File: config.mk
export PLATFORM = sky130hd
export DESIGN_NAME = shift_sequencer
export DESIGN_NICKNAME = d
export VERILOG_FILES = /design/src/rtl/shift_pkg.sv /design/src/rtl/rr_arb2.sv /design/src/rtl/shift_sequencer.sv
export SDC_FILE = /design/constraint.sdc
export NUM_CORES = 1
export LEC_CHECK = 0
export CORE_ASPECT_RATIO = 0.8
export CORE_MARGIN = 2
export CORE_UTILIZATION = 36
export DETAILED_ROUTE_END_ITERATION = 6
export GPL_TIMING_DRIVEN = 1
export PLACE_DENSITY = 0.72
export SLEW_MARGIN = 20
export SYNTH_ARGS = -nofsm -noshare
export SYNTH_HDL_FRONTEND = slang
export SYNTH_HIERARCHICAL = 1
export SYNTH_SLANG_ARGS = --single-unit
File: constraint.sdc
create_clock -name clk -period 2 [get_ports clk]
set_clock_uncertainty 0.1 [all_clocks]
set_input_delay 0.4 -clock clk [delete_from_list [all_inputs] [get_ports clk]]
set_output_delay 0.4 -clock clk [all_outputs]
set_load 0.05 [all_outputs]
File: src/rtl/shift_pkg.sv
// Shared constants, encodings and helpers for the shared-shifter sequencer.
package shift_pkg;

  localparam int DATA_W  = 32;
  localparam int SHAMT_W = 5;
  localparam int CTRL_W  = SHAMT_W + 2;

  localparam logic [1:0] OP_LSL = 2'b00;
  localparam logic [1:0] OP_LSR = 2'b01;
  localparam logic [1:0] OP_ASR = 2'b10;
  localparam logic [1:0] OP_ROR = 2'b11;

  localparam logic [1:0] SH_LSL = 2'b00;
  localparam logic [1:0] SH_LSR = 2'b01;

  typedef enum logic [1:0] {
    IDLE  = 2'b00,
    PASS1 = 2'b01,
    PASS2 = 2'b10,
    RESP  = 2'b11
  } state_e;

  function automatic logic [CTRL_W-1:0] pack_ctrl(input logic [SHAMT_W-1:0] shamt,
                                                  input logic [1:0]         sh_type);
    return {shamt, sh_type};
  endfunction

endpackage

File: src/rtl/rr_arb2.sv
// Two-input round-robin arbiter; the pointer moves to the other requester
// whenever a served operation completes.
module rr_arb2 (
  input  logic       clk,
  input  logic       reset,
  input  logic [1:0] req_valid_i,
  input  logic       advance_i,
  input  logic       served_id_i,
  output logic [1:0] grant_o
);

  logic ptr_q, ptr_d;

  always_ff @(posedge clk) begin
    if (reset) begin
      ptr_q <= 1'b0;
    end else begin
      ptr_q <= ptr_d;
    end
  end

  always_comb begin
    ptr_d = ptr_q;
    if (advance_i) begin
      ptr_d = ~served_id_i;
    end
  end

  // Pointer only breaks ties; a lone requester is granted regardless.
  always_comb begin
    grant_o = req_valid_i;
    if (&req_valid_i) begin
      grant_o = ptr_q ? 2'b10 : 2'b01;
    end
  end

endmodule

File: src/rtl/shift_sequencer.sv
// Shared-shifter controller: arbitrates two requesters and builds ASR/ROR
// out of up to two LSL/LSR passes through an external barrel shifter.
module shift_sequencer
  import shift_pkg::*;
(
  input  logic              clk,
  input  logic              reset,
  input  logic              req0_valid,
  output logic              req0_ready,
  input  logic [DATA_W-1:0] req0_data,
  input  logic [1:0]        req0_op,
  input  logic [SHAMT_W-1:0] req0_shamt,
  input  logic              req1_valid,
  output logic              req1_ready,
  input  logic [DATA_W-1:0] req1_data,
  input  logic [1:0]        req1_op,
  input  logic [SHAMT_W-1:0] req1_shamt,
  output logic              rsp_valid,
  input  logic              rsp_ready,
  output logic [DATA_W-1:0] rsp_data,
  output logic              rsp_id,
  output logic [DATA_W-1:0] sh_in,
  output logic [CTRL_W-1:0] sh_ctrl,
  input  logic [DATA_W-1:0] sh_out
);

  state_e              state_q, state_d;
  logic [DATA_W-1:0]   data_q, data_d;
  logic [DATA_W-1:0]   acc_q, acc_d;
  logic [1:0]          op_q, op_d;
  logic [SHAMT_W-1:0]  shamt_q, shamt_d;
  logic                id_q, id_d;

  logic [1:0]          grant;
  logic                idle;
  logic                accept;
  logic                rsp_hs;
  logic                two_pass;
  logic [SHAMT_W-1:0]  ror_back_amt;

  assign idle       = (state_q == IDLE) && !reset;
  assign req0_ready = idle && grant[0];
  assign req1_ready = idle && grant[1];
  assign accept     = (req0_valid && req0_ready) || (req1_valid && req1_ready);
  assign rsp_hs     = (state_q == RESP) && rsp_ready;

  assign rsp_valid  = (state_q == RESP);
  assign rsp_data   = acc_q;
  assign rsp_id     = id_q;

  // Positive ASR operands are already correct after the logical right pass.
  assign two_pass = (shamt_q != '0) &&
                    ((op_q == OP_ROR) || ((op_q == OP_ASR) && data_q[DATA_W-1]));
  assign ror_back_amt = -shamt_q;

  rr_arb2 u_arb (
    .clk         (clk),
    .reset       (reset),
    .req_valid_i ({req1_valid, req0_valid}),
    .advance_i   (rsp_hs),
    .served_id_i (id_q),
    .grant_o     (grant)
  );

  always_comb begin
    state_d = state_q;
    data_d  = data_q;
    op_d    = op_q;
    shamt_d = shamt_q;
    id_d    = id_q;
    acc_d   = acc_q;
    sh_in   = '0;
    sh_ctrl = '0;
    case (state_q)
      IDLE: begin
        if (accept) begin
          id_d    = req1_ready;
          data_d  = req1_ready ? req1_data  : req0_data;
          op_d    = req1_ready ? req1_op    : req0_op;
          shamt_d = req1_ready ? req1_shamt : req0_shamt;
          state_d = PASS1;
        end
      end
      PASS1: begin
        sh_in   = data_q;
        sh_ctrl = pack_ctrl(shamt_q, (op_q == OP_LSL) ? SH_LSL : SH_LSR);
        acc_d   = sh_out;
        state_d = two_pass ? PASS2 : RESP;
      end
      PASS2: begin
        if (op_q == OP_ROR) begin
          sh_in   = data_q;
          sh_ctrl = pack_ctrl(ror_back_amt, SH_LSL);
          acc_d   = acc_q | sh_out;
        end else begin
          // Inverted right-shift of all-ones yields the sign-fill mask.
          sh_in   = '1;
          sh_ctrl = pack_ctrl(shamt_q, SH_LSR);
          acc_d   = acc_q | ~sh_out;
        end
        state_d = RESP;
      end
      RESP: begin
        if (rsp_ready) begin
          state_d = IDLE;
        end
      end
      default: state_d = IDLE;
    endcase
  end

  always_ff @(posedge clk) begin
    if (reset) begin
      state_q <= IDLE;
      data_q  <= '0;
      acc_q   <= '0;
      op_q    <= '0;
      shamt_q <= '0;
      id_q    <= 1'b0;
    end else begin
      state_q <= state_d;
      data_q  <= data_d;
      acc_q   <= acc_d;
      op_q    <= op_d;
      shamt_q <= shamt_d;
      id_q    <= id_d;
    end
  end

endmodule
## Word level (Yosys, flattened, before mapping)

Index checks and enable logic that the tools add are counted.

| word-level totals | value |
|---|---|
| word-level logic and storage cells | 53 |
| register bits after elaboration | 75 |
| output and inout bits | 75 |

| operators by class | value |
|---|---|
| multiplexer cells | 16 |
| equal/unequal tests | 7 |
| reductions and logical operators | 18 |
| bitwise logic cells | 4 |
| $add $sub $neg | 1 |

Operators with widths:

| kind | number |
|---|---|
| $pmux W32 S2 | 2 |
| $mux W32 | 3 |
| $or A32 B32 Y32 | 2 |
| $not A32 Y32 | 1 |
| $pmux W7 S2 | 1 |
| $mux W2 | 5 |
| $eq A2 B2 Y1 const B | 4 |
| $logic_and A1 B1 Y1 | 8 |
| $pmux W2 S4 | 1 |
| $mux W7 | 1 |
| $reduce_and A2 Y1 | 3 |
| $mux W5 | 1 |
| $neg A5 Y5 | 1 |
| $reduce_bool A5 Y1 | 1 |
| $logic_not A2 Y1 | 2 |
| $eq A2 B1 Y1 const B | 1 |
| $logic_or A1 B1 Y1 | 2 |
| $mux W1 | 2 |
| $ne A2 B1 Y1 const B | 1 |
| $ne A2 B2 Y1 const B | 1 |
| $reduce_bool A2 Y1 | 1 |
| $logic_not A1 Y1 | 1 |
| $not A1 Y1 | 1 |

## Depth between registers and ports, before layout

Gate-level depths: netlist of the first run.

| depth | value |
|---|---|
| depth after elaboration | 7 |
| mapped depth | 8 |
| gate-level depth less buffers | 7 |

## By module

The synthesis of the first run kept the hierarchy.

Modules (own cells, without submodules):

| module | area each (µm²) | cells an instance | instances |
|---|---|---|---|
| shift_sequencer | 3707.3 | 488 | 1 |
| rr_arb2 | 55.1 | 6 | 1 |

## Worst setup path after synthesis of the first run

OpenSTA, ideal clock, no wires.

| path | value |
|---|---|
| kind | reg2out |
| start point | register state_q[0] |
| end point | output sh_ctrl[5] |
| slack | -910 ps |
| cell stages (with the launch flop) | 6 |
| arrival time | 2410 ps |
| cells stage by stage | dfxtp_1 inv_1 ha_1 inv_1 or4_1 a21boi_0 |

| on the way | value |
|---|---|
| word-level cells in the longest chain between the ends | 2 |
| elaborated cells on any way between the ends | 3 |

RTL lines:

| what | line | RTL |
|---|---|---|
| start: declaration | shift_sequencer.sv:27 | `state_e state_q, state_d;` |
| start signal: assignment | shift_sequencer.sv:121 | `state_q <= state_d;` |
| $eq A2 B2 Y1 or $eq A2 B1 Y1 (tied branches) | shift_sequencer.sv:74 | `case (state_q)` |
| $pmux W7 S2 (*) | shift_sequencer.sv:74 |  |
| end: declaration | shift_sequencer.sv:23 | `output logic [CTRL_W-1:0] sh_ctrl,` |

Every way passes the cells marked *; elsewhere a longest branch is shown, timed or not.

## Worst setup path after layout of the first run

| path | value |
|---|---|
| start point | register state_q[0] |
| end point | output sh_in[24] |

| on the way | value |
|---|---|
| word-level cells in the longest chain between the ends | 2 |
| elaborated cells on any way between the ends | 3 |

RTL lines:

| what | line | RTL |
|---|---|---|
| $eq A2 B2 Y1 or $eq A2 B1 Y1 (tied branches) | shift_sequencer.sv:74 |  |
| $pmux W32 S2 (*) | shift_sequencer.sv:74 |  |
| end: declaration | shift_sequencer.sv:22 | `output logic [DATA_W-1:0] sh_in,` |

Marked as above.

==> impl_table.tex, run 1 <==
\begin{tabular}{lr}
\hline
Metric & Value \\
\hline
\multicolumn{2}{l}{\textbf{Setup path}} \\
\quad Maximum fanout along the worst path & 8 \\
\quad Number of buffers and inverters on the critical path & 5 \\
\quad Signal arrival time at the worst endpoint & approximately 1.8 ns \\
\quad Worst Path Class, Setup & reg2out \\
\quad Slowest cell on the critical path & dfxtp\_4 \\
\quad CP delay by family, top & buffers and inverters \\
\quad Req. time, crit path & around 1.5 ns \\
\quad Delay of the slowest cell on the worst path & 0.36 ns \\
\quad Worst Setup End Kind & primary output \\
\quad Cells along the critical path & inv\_4 -> ha\_4 -> inv\_4 -> a21oi\_4 -> buf\_12 -> clkbuf\_16 -> nor2\_1 -> nor2\_4 -> buf\_12 \\
\quad CP startpoint kind & register \\
\multicolumn{2}{l}{\textbf{Power}} \\
\quad Pwr dens & 1382 mW/mm\^{}2 \\
\quad Fraction of power consumed by sequential logic & 0.217 \\
\quad Peak ir drop on the vdd network & $\sim$640 uV \\
\quad Clock network power share & 0.172 \\
\quad Switching portion of total power & 0.4409 \\
\quad Combinational cell fraction of total power & 0.611 \\
\quad Net switching power figure & around 4.6 mW \\
\quad Int Power & $\sim$5.8 mW \\
\quad Leak pwr & roughly 2.8 nW \\
\multicolumn{2}{l}{\textbf{Global routing}} \\
\quad Vias in the first global route & between 4000 and 5000 \\
\quad Wire length of the first global-routing pass & 21020 um \\
\quad Antenna violations before repair & 0 \\
\quad Largest net degree at the start of global routing & 67 \\
\quad Total global routing overflow & 0 \\
\quad GR Util All Layers & 0.2325 \\
\multicolumn{2}{l}{\textbf{Yosys}} \\
\quad Net count of the mapped netlist & about 620 \\
\quad Cell type with the largest total area after synthesis & dfxtp\_1 \\
\quad Unique cell type count in the Yosys netlist & 36 \\
\quad Cells taking the most area after synthesis & dfxtp\_1, nand2\_1, nor2\_1 \\
\quad Fraction of post-synthesis cell area in the top cell type by area & 0.3991 \\
\quad Cell Area, Synth & around 0.0038 mm\^{}2 \\
\quad Mean instance size in the synthesized netlist & around 7.6 um\^{}2 \\
\quad Count of mapped cells out of synthesis & 494 \\
\quad Yosys warnings & 6 \\
\quad Sequential fraction of the synthesis area & 0.3991 \\
\quad Post-synthesis register bit count & between 70 and 80 \\
\multicolumn{2}{l}{\textbf{Placement}} \\
\quad Dpl hpwl & 9266 um \\
\quad IO buf count & 188 \\
\quad Routability congestion estimate from global placement & approximately 0.79 \\
\multicolumn{2}{l}{\textbf{Detailed routing}} \\
\quad Post-detailed-route wirelength per cell & 16.52 um \\
\quad Starting DRT DRC Count & between 150 and 200 \\
\quad Post-route DRC & 0 \\
\quad Total wirelength of the detailed-routed design & $\sim$14000 um \\
\quad Via count normalized by instance count & between 4 and 5 \\
\quad Vias & around 4300 \\
\quad Number of optimization iterations in the first detailed-route pass & 4 \\
\quad Final ANT Viol Nets & 0 \\
\multicolumn{2}{l}{\textbf{Timing}} \\
\quad Max-slew headroom at the worst pin & 0.6547 \\
\quad Final clock period utilization by the worst path & 1.138 \\
\quad Minimum period implied by the final worst setup slack & about 2.3 ns \\
\quad Maximum clock frequency & roughly 0.44 GHz \\
\quad Unrepaired setup endpoints after global routing & yes \\
\quad Transition time at the pin with the least slew margin & 0.5164 ns \\
\quad PnR worst setup slack & -0.2766 ns \\
\quad Setup Viol. Count Final & 38 \\
\quad Setup TNS & -8.810 ns \\
\quad Slew Viols, Final & 0 \\
\quad Final number of hold-violating endpoints & 0 \\
\quad Worst hold margin & between 0.3 and 0.4 ns \\
\multicolumn{2}{l}{\textbf{Layout}} \\
\quad Area overhead of the layout relative to synthesis & 99.67\% \\
\quad Leading cell type in the layout, fill and taps excluded & clkdlybuf4s50\_1 \\
\quad Post-layout nets & 845 \\
\quad Diodes inserted & 0 \\
\quad Commonest cells after routing, fill and taps aside & clkdlybuf4s50\_1, nand2\_1, dfxtp\_1, nor2\_1, buf\_4 \\
\quad Share of cells above drive strength 1 & 0.3022 \\
\multicolumn{2}{l}{\textbf{Floorplan}} \\
\quad Full die area & about 0.011 mm\^{}2 \\
\quad Number of placement rows & 33 \\
\quad I/O pin count & 190 \\
\quad Starting density of the core & 0.3689 \\
\quad Placeable core region & a little over 0.01 mm\^{}2 \\
\quad Die height & 95.44 um \\
\quad Die boundary width & between 100 and 150 um \\
\multicolumn{2}{l}{\textbf{Job}} \\
\quad Number of max-cap violations & 0 \\
\multicolumn{2}{l}{\textbf{CTS}} \\
\quad Clock transition at path regs & 0.06 ns \\
\quad CTS tree & done \\
\quad Hold bufs inserted after CTS & 0 \\
\quad Cts bufs inserted & 9 \\
\quad Maximum clock insertion buffer count & 2 \\
\quad Clock insertion delay at the later pin of the skew report & between 0.3 and 0.4 ns \\
\quad Maximum level of the CTS H-tree & 3 \\
\quad Clk Tree Root Cell & clkbuf\_16 \\
\quad Number of sinks driven by the clock tree & 75 \\
\multicolumn{2}{l}{\textbf{Status}} \\
\quad Status & finished with violations \\
\quad Violated checks & setup timing \\
\multicolumn{2}{l}{\textbf{Hold path}} \\
\quad Type of the tightest min-delay check & reg2reg \\
\hline
\end{tabular}
[metal layers]
metal  track usage  vias up  part of all wire
met5             0        -                 0
met4       0.07129        0             0.013
met3       0.03768       14             0.042
met2        0.4451      138              0.53
met1        0.2682     2054              0.42
li1              -     2112                 -
[cell usage after synthesis, drive strengths merged]
cell	count
and3b	1
xnor2	32
nand3b	2
nor3b	2
o21a	1
nor3	2
inv	9
a311oi	39
clkbuf	19
a21oi	4
a211oi	1
o21ai	39
o31ai	1
buf	21
mux2i	1
dfxtp	75
a22oi	1
a21boi	5
nand4	2
nor2	109
a211o	1
ha	7
conb	1
o311ai	1
nand2	112
nand2b	2
and2	1
or4	1
o211a	1
a41o	1
[layout make-up]
| type | instances | area (um^2) |
|---|---|---|
| tap | 140 | 175.2 |
| clock buffer | 12 | 256.5 |
| multi-input combinational | 370 | 2469 |
| fill | 733 | 2686 |
| sequential | 75 | 1513 |
| clock inverter | 4 | 72.57 |
| inverter | 9 | 41.29 |
| timing repair buffer | 258 | 2985 |
[per-stage QoR]
stage	utilization	total power [mW]	std cells	instance area [um^2]	worst slack [ns]
2_1_floorplan	-	5.805	494	4114	-0.01351
3_3_place_gp	0.6452	7.616	825	6580	-0.3409
3_5_place_dp	0.6452	7.748	825	6580	-0.4556
4_1_cts	0.7130	10.10	859	7272	-0.2732
5_1_grt	0.7366	10.87	868	7512	-0.3377
6_report	0.7366	10.38	868	7512	-0.2766
[power groups by stage]
stage,clock network [mW],registers (mW),logic (mW)
2_1_floorplan,0,3.32,2.48
3_3_place_gp,0,2.23,5.39
3_5_place_dp,0,2.26,5.49
4_1_cts,1.81,2.24,6.05
5_1_grt,1.88,2.31,6.68
6_report,1.79,2.25,6.34
[path summary, 6_finish.rpt]
path	start	end	slack [ns]	cells after the start
max	state_q[0]$_SDFFE_PP0P_	sh_in[24]	-0.28	9
min	rsp_data[29]$_SDFFE_PP0P_	rsp_data[29]$_SDFFE_PP0P_	0.34	2
max reg2reg	u_arb/ptr_q$_SDFFE_PP0P_	data_q[31]$_SDFFE_PP0P_	0.07	9
min reg2reg	rsp_data[29]$_SDFFE_PP0P_	rsp_data[29]$_SDFFE_PP0P_	0.34	2
[repair_timing]
item | 4_1_cts | 5_1_grt
pin swaps | 12 | 11
gates resized for setup | 52 | 46
cloned | 2 | 5
buffers inserted | 17 | 7
endpoints found under the setup margin | 80 | 96
[registers in the layout, indices dropped and copies added, names as in the netlist]
register,cells
rsp_data,32
data_q,32
shamt_q,5
u_arb/ptr_q,1
op_q,2
rsp_id,1
state_q,2
[logic make-up (layout without fill, tap and decap cells)]
family | count (synthesis) | after routing | synth area share
adders and majority gates | 7 | 7 | 0.02328
and+or+nand+nor | 234 | 234 | 0.2468
buffers and inverters | 49 | 283 | 0.06119
AOI/OAI and AO/OA | 95 | 95 | 0.1916
DFF | 75 | 75 | 0.3991
muxes | 1 | 1 | 0.002661
other | 1 | 1 | 0.0009967
xor gates and xnor gates | 32 | 32 | 0.07449
[worst reg2reg max path, delay by kind of cell (launching register included)]
family	cells	cell delay, ns
AO/OA/AOI/OAI	3	0.46
AND/OR/NAND/NOR	2	0.36
flip-flops	1	0.35
buffers and inverters	4	0.59
(Power assumes the default switching activity.)
==> run 2, diff against run 1 <==
==> constraint.sdc (replaced) <==
create_clock -name clk -period 2 [get_ports clk]
set_clock_uncertainty 0.1 [all_clocks]
set_input_delay 0.3 -clock clk [delete_from_list [all_inputs] [get_ports clk]]
set_output_delay 0.3 -clock clk [all_outputs]
set_load 0.05 [all_outputs]
==> impl_table.tex, run 2 (synthesis results as in run 1) <==
\begin{tabular}{lr}
\hline
Metric & Value \\
\hline
\multicolumn{2}{l}{\textbf{Status}} \\
\quad Status & finished with violations \\
\quad Violated checks & setup timing \\
\multicolumn{2}{l}{\textbf{Detailed routing}} \\
\quad Vias & 4423 (+2.4\%) \\
\quad Post-route DRC & 0 (unchanged) \\
\quad Final ANT Viol Nets & 0 (unchanged) \\
\quad Total wirelength of the detailed-routed design & 15740 um (+9.8\%) \\
\quad Post-detailed-route wirelength per cell & 18.33 um (+11\%) \\
\quad Via count normalized by instance count & 5.149 (+3.5\%) \\
\quad Starting DRT DRC Count & 257 (+29\%) \\
\quad Number of optimization iterations in the first detailed-route pass & 6 (+2) \\
\multicolumn{2}{l}{\textbf{Setup path}} \\
\quad Worst Setup End Kind & primary output \\
\quad Worst Path Class, Setup & reg2out \\
\quad Slack of the worst reg-to-reg path & -0.01 ns (-0.08 ns) \\
\quad CP startpoint kind & register \\
\quad Launching point of the worst reg2reg path & state\_q[0]\$\_SDFFE\_PP0P\_ \\
\quad Worst setup path startpoint & shamt\_q[1]\$\_SDFFE\_PP0P\_ \\
\quad Signal arrival time at the worst endpoint & 1.83 ns (+0.05 ns) \\
\quad Maximum fanout along the worst path & 2 (-6) \\
\quad Req. time, crit path & 1.60 ns (+0.10 ns) \\
\multicolumn{2}{l}{\textbf{Placement}} \\
\quad Dpl hpwl & 8923 um (-3.7\%) \\
\quad IO buf count & 188 (unchanged) \\
\quad Cell area after placement & 0.006598 mm\^{}2 (+0.27\%) \\
\quad Routability congestion estimate from global placement & 0.8125 (+2.9\%) \\
\quad Instance count after placement with tap cells included & 807 (-2.2\%) \\
\multicolumn{2}{l}{\textbf{Power}} \\
\quad Clock network power share & 0.156 (-0.016) \\
\quad Switching portion of total power & 0.4458 (+0.004945) \\
\quad Combinational cell fraction of total power & 0.634 (+0.023) \\
\quad Int Power & 5.987 mW (+3.2\%) \\
\quad Leak pwr & 2.778 nW (-1.8\%) \\
\quad Total power & 10.80 mW (+4.1\%) \\
\quad Peak ir drop on the vdd network & 660.6 uV (+3.1\%) \\
\quad Pwr dens & 1396 mW/mm\^{}2 (+1.0\%) \\
\quad Net switching power figure & 4.817 mW (+5.2\%) \\
\quad Fraction of power consumed by sequential logic & 0.210 (-0.007) \\
\multicolumn{2}{l}{\textbf{Hold path}} \\
\quad Launch point of the worst hold path & rsp\_data[26]\$\_SDFFE\_PP0P\_ \\
\quad Type of the tightest min-delay check & reg2reg \\
\multicolumn{2}{l}{\textbf{Timing}} \\
\quad Transition time at the pin with the least slew margin & 0.5311 ns (+0.01469 ns) \\
\quad Final number of hold-violating endpoints & 0 (unchanged) \\
\quad Unrepaired setup endpoints after global routing & yes \\
\quad Setup Viol. Count Final & 39 (+2.6\%) \\
\quad Max-slew headroom at the worst pin & 0.6448 (-0.009825) \\
\quad PnR worst setup slack & -0.2261 ns (+0.05058 ns) \\
\quad Maximum clock frequency & 0.4492 GHz (+2.3\%) \\
\quad Minimum period implied by the final worst setup slack & 2.226 ns (-0.05058 ns) \\
\quad Final clock period utilization by the worst path & 1.113 (-0.02529) \\
\quad Worst hold margin & 0.3446 ns (-0.0001230 ns) \\
\quad Setup TNS & -6.068 ns (+2.742 ns) \\
\quad Slew Viols, Final & 0 (unchanged) \\
\multicolumn{2}{l}{\textbf{Floorplan}} \\
\quad Die height & 95.44 um (unchanged) \\
\quad I/O pin count & 190 (unchanged) \\
\quad Die boundary width & 118.3 um (unchanged) \\
\quad Placeable core region & 0.01020 mm\^{}2 (unchanged) \\
\quad Number of placement rows & 33 (unchanged) \\
\quad Full die area & 0.01129 mm\^{}2 (unchanged) \\
\quad Starting density of the core & 0.3689 (unchanged) \\
\multicolumn{2}{l}{\textbf{Global routing}} \\
\quad Total global routing overflow & 0 (unchanged) \\
\quad GR Util All Layers & 0.2508 (+0.01832) \\
\quad Wire length of the first global-routing pass & 22350 um (+6.3\%) \\
\quad Largest net degree at the start of global routing & 40 (-40\%) \\
\quad Antenna violations before repair & 0 (unchanged) \\
\quad Vias in the first global route & 4393 (+2.1\%) \\
\multicolumn{2}{l}{\textbf{Layout}} \\
\quad Post-layout nets & 836 (-1.1\%) \\
\quad Diodes inserted & 0 (unchanged) \\
\quad Final non-filler cell area & 0.007739 mm\^{}2 (+3.0\%) \\
\quad Fin cells & 859 (-1.0\%) \\
\quad Leading cell type in the layout, fill and taps excluded & clkdlybuf4s50\_1 \\
\quad Fillers & 665 (-9.3\%) \\
\quad Commonest cells after routing, fill and taps aside & clkdlybuf4s50\_1, nand2\_1, dfxtp\_1, buf\_12, nor2\_1 \\
\quad Share of cells above drive strength 1 & 0.3185 (+0.01630) \\
\quad Area overhead of the layout relative to synthesis & 105.7\% \\
\multicolumn{2}{l}{\textbf{CTS}} \\
\quad Maximum level of the CTS H-tree & 3 (unchanged) \\
\quad Cts bufs inserted & 9 (unchanged) \\
\quad Clock insertion delay at the later pin of the skew report & 0.33 ns (about the same) \\
\quad Maximum clock insertion buffer count & 2 (unchanged) \\
\quad Number of sinks driven by the clock tree & 75 (unchanged) \\
\quad CTS tree & done \\
\quad Clock transition at path regs & 0.06 ns (about the same) \\
\quad Hold bufs inserted after CTS & 0 (unchanged) \\
\quad Clk Tree Root Cell & clkbuf\_16 \\
\multicolumn{2}{l}{\textbf{Job}} \\
\quad Number of max-cap violations & 0 (unchanged) \\
\hline
\end{tabular}
## run 2: critical path, stage by stage, from the launching register on
cell and delay [ns]:
dfxtp_2 0.34, inv_2 0.05, ha_4 0.15, nor3b_4 0.15
ha_1 0.30, nand4_1 0.13, a21boi_4 0.22, buf_12 0.15
## run 2: timing repair
item	in CTS	in global routing
pin swaps	14	28
gates cloned	8	4
buffers inserted	16	11
gates resized for setup	69	41
endpoints found under the setup margin	42	97
## run 2: per-stage QoR
stage	util	worst slack [ns]
3_3_place_gp	0.6469	-0.2321
4_1_cts	0.7289	-0.1793
5_1_grt	0.7588	-0.3074
2_1_floorplan	-	0.01256
3_5_place_dp	0.6469	-0.3374
6_report	0.7588	-0.2261
## run 2: final cells by class
type | instances | area [um^2] | area share
Tap cell | 140 | 175.2 | 0.02264
Sequential cell | 75 | 1519 | 0.1963
Multi-Input combinational cell | 370 | 2564 | 0.3313
Clock inverter | 4 | 48.80 | 0.006306
Inverter | 9 | 38.79 | 0.005012
Clock buffer | 12 | 256.5 | 0.03314
Timing Repair Buffer | 249 | 3137 | 0.4053
## run 2: layer usage
metal  routed length, um  track usage
met2                7675       0.4461
met4                 811       0.1114
met3                 922      0.05263
met5                   0            0
met1                6332       0.2951
## run 2: worst paths after layout
path	endpoint	cells after the start
hold reg to reg	rsp_data[26]$_SDFFE_PP0P_	2
hold / removal	rsp_data[26]$_SDFFE_PP0P_	2
setup reg to reg	rsp_data[22]$_SDFFE_PP0P_	10
setup / recovery	sh_ctrl[6]	7
## run 2: power by group through the flow
| stage | Sequential, mW | Combinational, mW | Clock (mW) |
|---|---|---|---|
| 2_1_floorplan | 3.31 | 2.43 | 0 |
| 3_3_place_gp | 2.22 | 5.32 | 0 |
| 3_5_place_dp | 2.25 | 5.42 | 0 |
| 4_1_cts | 2.24 | 6.32 | 1.68 |
| 5_1_grt | 2.33 | 7.17 | 1.77 |
| 6_report | 2.27 | 6.85 | 1.69 |
==> run 3, diff against run 2 <==
--- a/config.mk
+++ b/config.mk
@@ -7,12 +7,11 @@
 export LEC_CHECK = 0
 export CORE_ASPECT_RATIO = 0.8
 export CORE_MARGIN = 2
-export CORE_UTILIZATION = 36
+export CORE_UTILIZATION = 38
 export DETAILED_ROUTE_END_ITERATION = 6
 export GPL_TIMING_DRIVEN = 1
-export PLACE_DENSITY = 0.72
+export PLACE_DENSITY = 0.73
 export SLEW_MARGIN = 20
 export SYNTH_ARGS = -nofsm -noshare
 export SYNTH_HDL_FRONTEND = slang
-export SYNTH_HIERARCHICAL = 1
 export SYNTH_SLANG_ARGS = --single-unit
==> impl_table.tex, run 3 <==
\begin{tabular}{lr}
\hline
Metric & Value \\
\hline
\multicolumn{2}{l}{\textbf{Status}} \\
\quad Status & finished with violations \\
\quad Violated checks & setup timing \\
\multicolumn{2}{l}{\textbf{Timing}} \\
\quad Final number of hold-violating endpoints & 0 (unchanged) \\
\quad Transition time at the pin with the least slew margin & 0.6418 ns (+0.1107 ns) \\
\quad Slew Viols, Final & 0 (unchanged) \\
\quad Final clock period utilization by the worst path & 1.120 (+0.006896) \\
\quad Setup Viol. Count Final & 39 (unchanged) \\
\quad Minimum period implied by the final worst setup slack & 2.240 ns (+0.01379 ns) \\
\quad Maximum clock frequency & 0.4465 GHz (-0.62\%) \\
\quad Max-slew headroom at the worst pin & 0.5721 (-0.07269) \\
\quad Unrepaired setup endpoints after global routing & yes \\
\quad PnR worst setup slack & -0.2399 ns (-0.01379 ns) \\
\multicolumn{2}{l}{\textbf{Power}} \\
\quad Clock network power share & 0.126 (-0.030) \\
\quad Combinational cell fraction of total power & 0.678 (+0.044) \\
\quad Fraction of power consumed by sequential logic & 0.197 (-0.013) \\
\quad Peak ir drop on the vdd network & 939.8 uV (+42\%) \\
\quad Leak pwr & 2.621 nW (-5.7\%) \\
\quad Net switching power figure & 5.876 mW (+22\%) \\
\quad Total power & 12.34 mW (+14\%) \\
\quad Int Power & 6.460 mW (+7.9\%) \\
\quad Switching portion of total power & 0.4763 (+0.03047) \\
\quad Pwr dens & 1572 mW/mm\^{}2 (+13\%) \\
\multicolumn{2}{l}{\textbf{Global routing}} \\
\quad GR Util All Layers & 0.2482 (-0.002676) \\
\quad Wire length of the first global-routing pass & 24010 um (+7.4\%) \\
\quad Antenna violations before repair & 0 (unchanged) \\
\quad Vias in the first global route & 4700 (+7.0\%) \\
\quad Largest net degree at the start of global routing & 37 (-7.5\%) \\
\quad Total global routing overflow & 0 (unchanged) \\
\multicolumn{2}{l}{\textbf{Setup path}} \\
\quad Req. time, crit path & 1.60 ns (about the same) \\
\quad Signal arrival time at the worst endpoint & 1.84 ns (about the same) \\
\quad R2r endpoint & data\_q[10]\$\_SDFFE\_PP0P\_ \\
\quad Cell depth of the worst flop-to-flop path & 8 (-2) \\
\quad Worst Setup End Kind & primary output \\
\quad Cells along the critical path & inv\_1 -> ha\_4 -> clkinvlp\_4 -> a311oi\_4 -> buf\_12 \\
\quad Launching point of the worst reg2reg path & state\_q[0]\$\_SDFFE\_PP0P\_ \\
\quad CP startpoint kind & register \\
\quad Slowest cell on the critical path & dfxtp\_2 \\
\quad Delay of the slowest cell on the worst path & 0.37 ns (+0.03 ns) \\
\quad Maximum fanout along the worst path & 5 (+3) \\
\quad Slack of the worst reg-to-reg path & 0.06 ns (+0.07 ns) \\
\quad Worst Path Class, Setup & reg2out \\
\multicolumn{2}{l}{\textbf{Placement}} \\
\quad IO buf count & 188 (unchanged) \\
\quad Instance count after placement with tap cells included & 799 (-0.99\%) \\
\quad Dpl hpwl & 10390 um (+16\%) \\
\quad Routability congestion estimate from global placement & 0.8546 (+5.2\%) \\
\multicolumn{2}{l}{\textbf{Detailed routing}} \\
\quad Post-route DRC & 0 (unchanged) \\
\quad Starting DRT DRC Count & 331 (+29\%) \\
\quad Via count normalized by instance count & 5.569 (+8.2\%) \\
\quad Final ANT Viol Nets & 0 (unchanged) \\
\quad Total wirelength of the detailed-routed design & 16030 um (+1.9\%) \\
\quad Number of optimization iterations in the first detailed-route pass & 5 (-1) \\
\quad Vias & 4667 (+5.5\%) \\
\quad Post-detailed-route wirelength per cell & 19.13 um (+4.4\%) \\
\multicolumn{2}{l}{\textbf{Yosys}} \\
\quad Async SR Flop Fraction & 0 (unchanged) \\
\quad Cells taking the most area after synthesis & dfxtp\_1, a2111oi\_2, nor3\_1 \\
\quad Number of flops mapped to enable cells by yosys & 0 (unchanged) \\
\quad Count of mapped cells out of synthesis & 485 (-1.8\%) \\
\quad Main synth FF type & dfxtp\_1 \\
\quad Post-synthesis register bit count & 75 (unchanged) \\
\quad Sequential fraction of the synthesis area & 0.3574 (-0.04171) \\
\quad Unique cell type count in the Yosys netlist & 41 (+14\%) \\
\quad Cell type with the largest total area after synthesis & dfxtp\_1 \\
\quad Yosys warnings & 0 (-6) \\
\quad Fraction of post-synthesis cell area in the top cell type by area & 0.3574 (-0.04171) \\
\quad Net count of the mapped netlist & 607 (-1.5\%) \\
\quad Mean instance size in the synthesized netlist & 8.663 um\^{}2 (+14\%) \\
\quad Most frequent cell after synthesis & nor3\_1 \\
\quad Cell Area, Synth & 0.004202 mm\^{}2 (+12\%) \\
\quad Synth cell count leaders & nor3\_1, dfxtp\_1, nor2\_1 \\
\multicolumn{2}{l}{\textbf{CTS}} \\
\quad Cts bufs inserted & 9 (unchanged) \\
\quad Maximum clock insertion buffer count & 2 (unchanged) \\
\quad Clock insertion delay at the later pin of the skew report & 0.33 ns (about the same) \\
\quad Clk Tree Root Cell & clkbuf\_16 \\
\quad CTS tree & done \\
\quad Maximum level of the CTS H-tree & 3 (unchanged) \\
\quad Clock transition at path regs & 0.06 ns (about the same) \\
\quad Number of sinks driven by the clock tree & 75 (unchanged) \\
\multicolumn{2}{l}{\textbf{Floorplan}} \\
\quad Placeable core region & 0.01081 mm\^{}2 (+6.0\%) \\
\quad Full die area & 0.01192 mm\^{}2 (+5.6\%) \\
\quad Starting density of the core & 0.3888 (+0.01993) \\
\quad I/O pin count & 190 (unchanged) \\
\quad Die height & 98.05 um (+2.7\%) \\
\quad Die boundary width & 121.6 um (+2.8\%) \\
\quad Number of placement rows & 34 (+3.0\%) \\
\multicolumn{2}{l}{\textbf{Hold path}} \\
\quad Worst Hold End & u\_arb.ptr\_q\$\_SDFFE\_PP0P\_ \\
\quad Type of the tightest min-delay check & in2reg \\
\quad Instance count along the most critical hold path & 2 (unchanged) \\
\quad Launch point of the worst hold path & reset \\
\multicolumn{2}{l}{\textbf{Layout}} \\
\quad Fin cells & 838 (-2.4\%) \\
\quad Leading cell type in the layout, fill and taps excluded & clkdlybuf4s50\_1 \\
\quad Area overhead of the layout relative to synthesis & 86.75\% \\
\quad Post-layout nets & 811 (-3.0\%) \\
\quad Diodes inserted & 0 (unchanged) \\
\quad Commonest cells after routing, fill and taps aside & clkdlybuf4s50\_1, nor3\_1, dfxtp\_1, buf\_12, a21oi\_1 \\
\quad Share of cells above drive strength 1 & 0.3228 (+0.004269) \\
\multicolumn{2}{l}{\textbf{Job}} \\
\quad Number of max-cap violations & 0 (unchanged) \\
\hline
\end{tabular}
==> run 3: cell types whose count changed after synthesis, moves of 6 or more <==
cell / delta
nor2_1: -40
a21oi_1: +40
a311oi_1: -30
o2bb2ai_1: +32
o21ai_0: -29
nor3_1: +78
buf_2: +6
a2111oi_2: +39
nand2_1: -107
a311oi_2: -8
==> run 3: routing by layer <==
metal | global-route usage | part of all wire | vias up
met4 | 0.07162 | 0.017 | 0
met3 | 0.04965 | 0.064 | 25
met1 | 0.3208 | 0.43 | 2244
li1 | - | - | 2180
met2 | 0.4196 | 0.49 | 218
met5 | 0 | 0 | -
==> run 3: area by class of cell <==
cell class,count,area [um^2]
Fill cell,752,2959
Clock inverter,6,48.80
Inverter,13,52.55
Timing Repair Buffer,246,2999
Clock buffer,10,239.0
Multi-Input combinational cell,344,2820
Sequential cell,75,1506
Tap cell,144,180.2
==> run 3: worst max-delay path by stage <==
stage                       startpoint                   endpoint  slack, ns
3_5_place_dp   state_q[1]$_SDFFE_PP0P_  rsp_data[12]$_SDFFE_PP0P_      -0.09
3_3_place_gp   state_q[1]$_SDFFE_PP0P_   rsp_data[5]$_SDFFE_PP0P_     -0.001
5_1_grt        state_q[0]$_SDFFE_PP0P_                 sh_ctrl[0]      -0.30
2_1_floorplan  state_q[0]$_SDFFE_PP0P_                   sh_in[0]       0.01
4_1_cts        state_q[0]$_SDFFE_PP0P_                 sh_ctrl[5]      -0.19
6_report       state_q[1]$_SDFFE_PP0P_                 sh_ctrl[4]      -0.24
==> run 3: repair_timing <==
action	CTS	global route
buffers inserted	7	9
cloned	0	7
setup endpoints to repair	72	40
hold buffers	0	0
gates resized for setup	25	20
pin swaps	7	34
==> run 3: worst max-delay path, delay by kind of cell, from the launching register on <==
kind / cells / cell delay [ns]
flops: 1 / 0.37
compound gates: 1 / 0.34
fa+ha+maj: 1 / 0.33
buf+inv: 3 / 0.48
==> run 3: power groups by stage <==
stage / clock network, mW / logic [mW] / registers, mW
final: 1.55 / 8.36 / 2.42
after global routing: 1.64 / 8.74 / 2.47
after CTS: 1.58 / 7.62 / 2.41
after detailed placement: 0 / 7.26 / 2.41
after global placement: 0 / 7.10 / 2.40
after floorplan: 0 / 3.64 / 3.54
==> run 3: cells by family (layout without fill, tap and decap cells) <==
| family | count (synthesis) | in the layout | share of synthesized area |
|---|---|---|---|
| and+or+nand+nor | 170 | 170 | 0.1873 |
| buffers and inverters | 66 | 275 | 0.07445 |
| AOI/OAI and AO/OA | 133 | 133 | 0.2901 |
| DFF | 75 | 75 | 0.3574 |
| muxes | 1 | 1 | 0.002382 |
| adders and majority gates | 7 | 7 | 0.02084 |
| other | 1 | 1 | 0.0008925 |
| xor gates and xnor gates | 32 | 32 | 0.06671 |
==> run 3: per-stage QoR <==
step                      cell area (um^2)  utilization  worst slack (ns)  setup TNS (ns)  hold slack, ns
after CTS                             7538       0.6977           -0.1919          -5.671          0.2168
after global placement                7109       0.6579         -0.001363        -0.01928          0.3447
after floorplan                       4543            -           0.01224               0          0.3790
after detailed placement              7109       0.6579          -0.09436          -2.470          0.3474
final                                 7846       0.7261           -0.2399          -6.645          0.2294
after global routing                  7846       0.7261           -0.2978          -8.486          0.2244
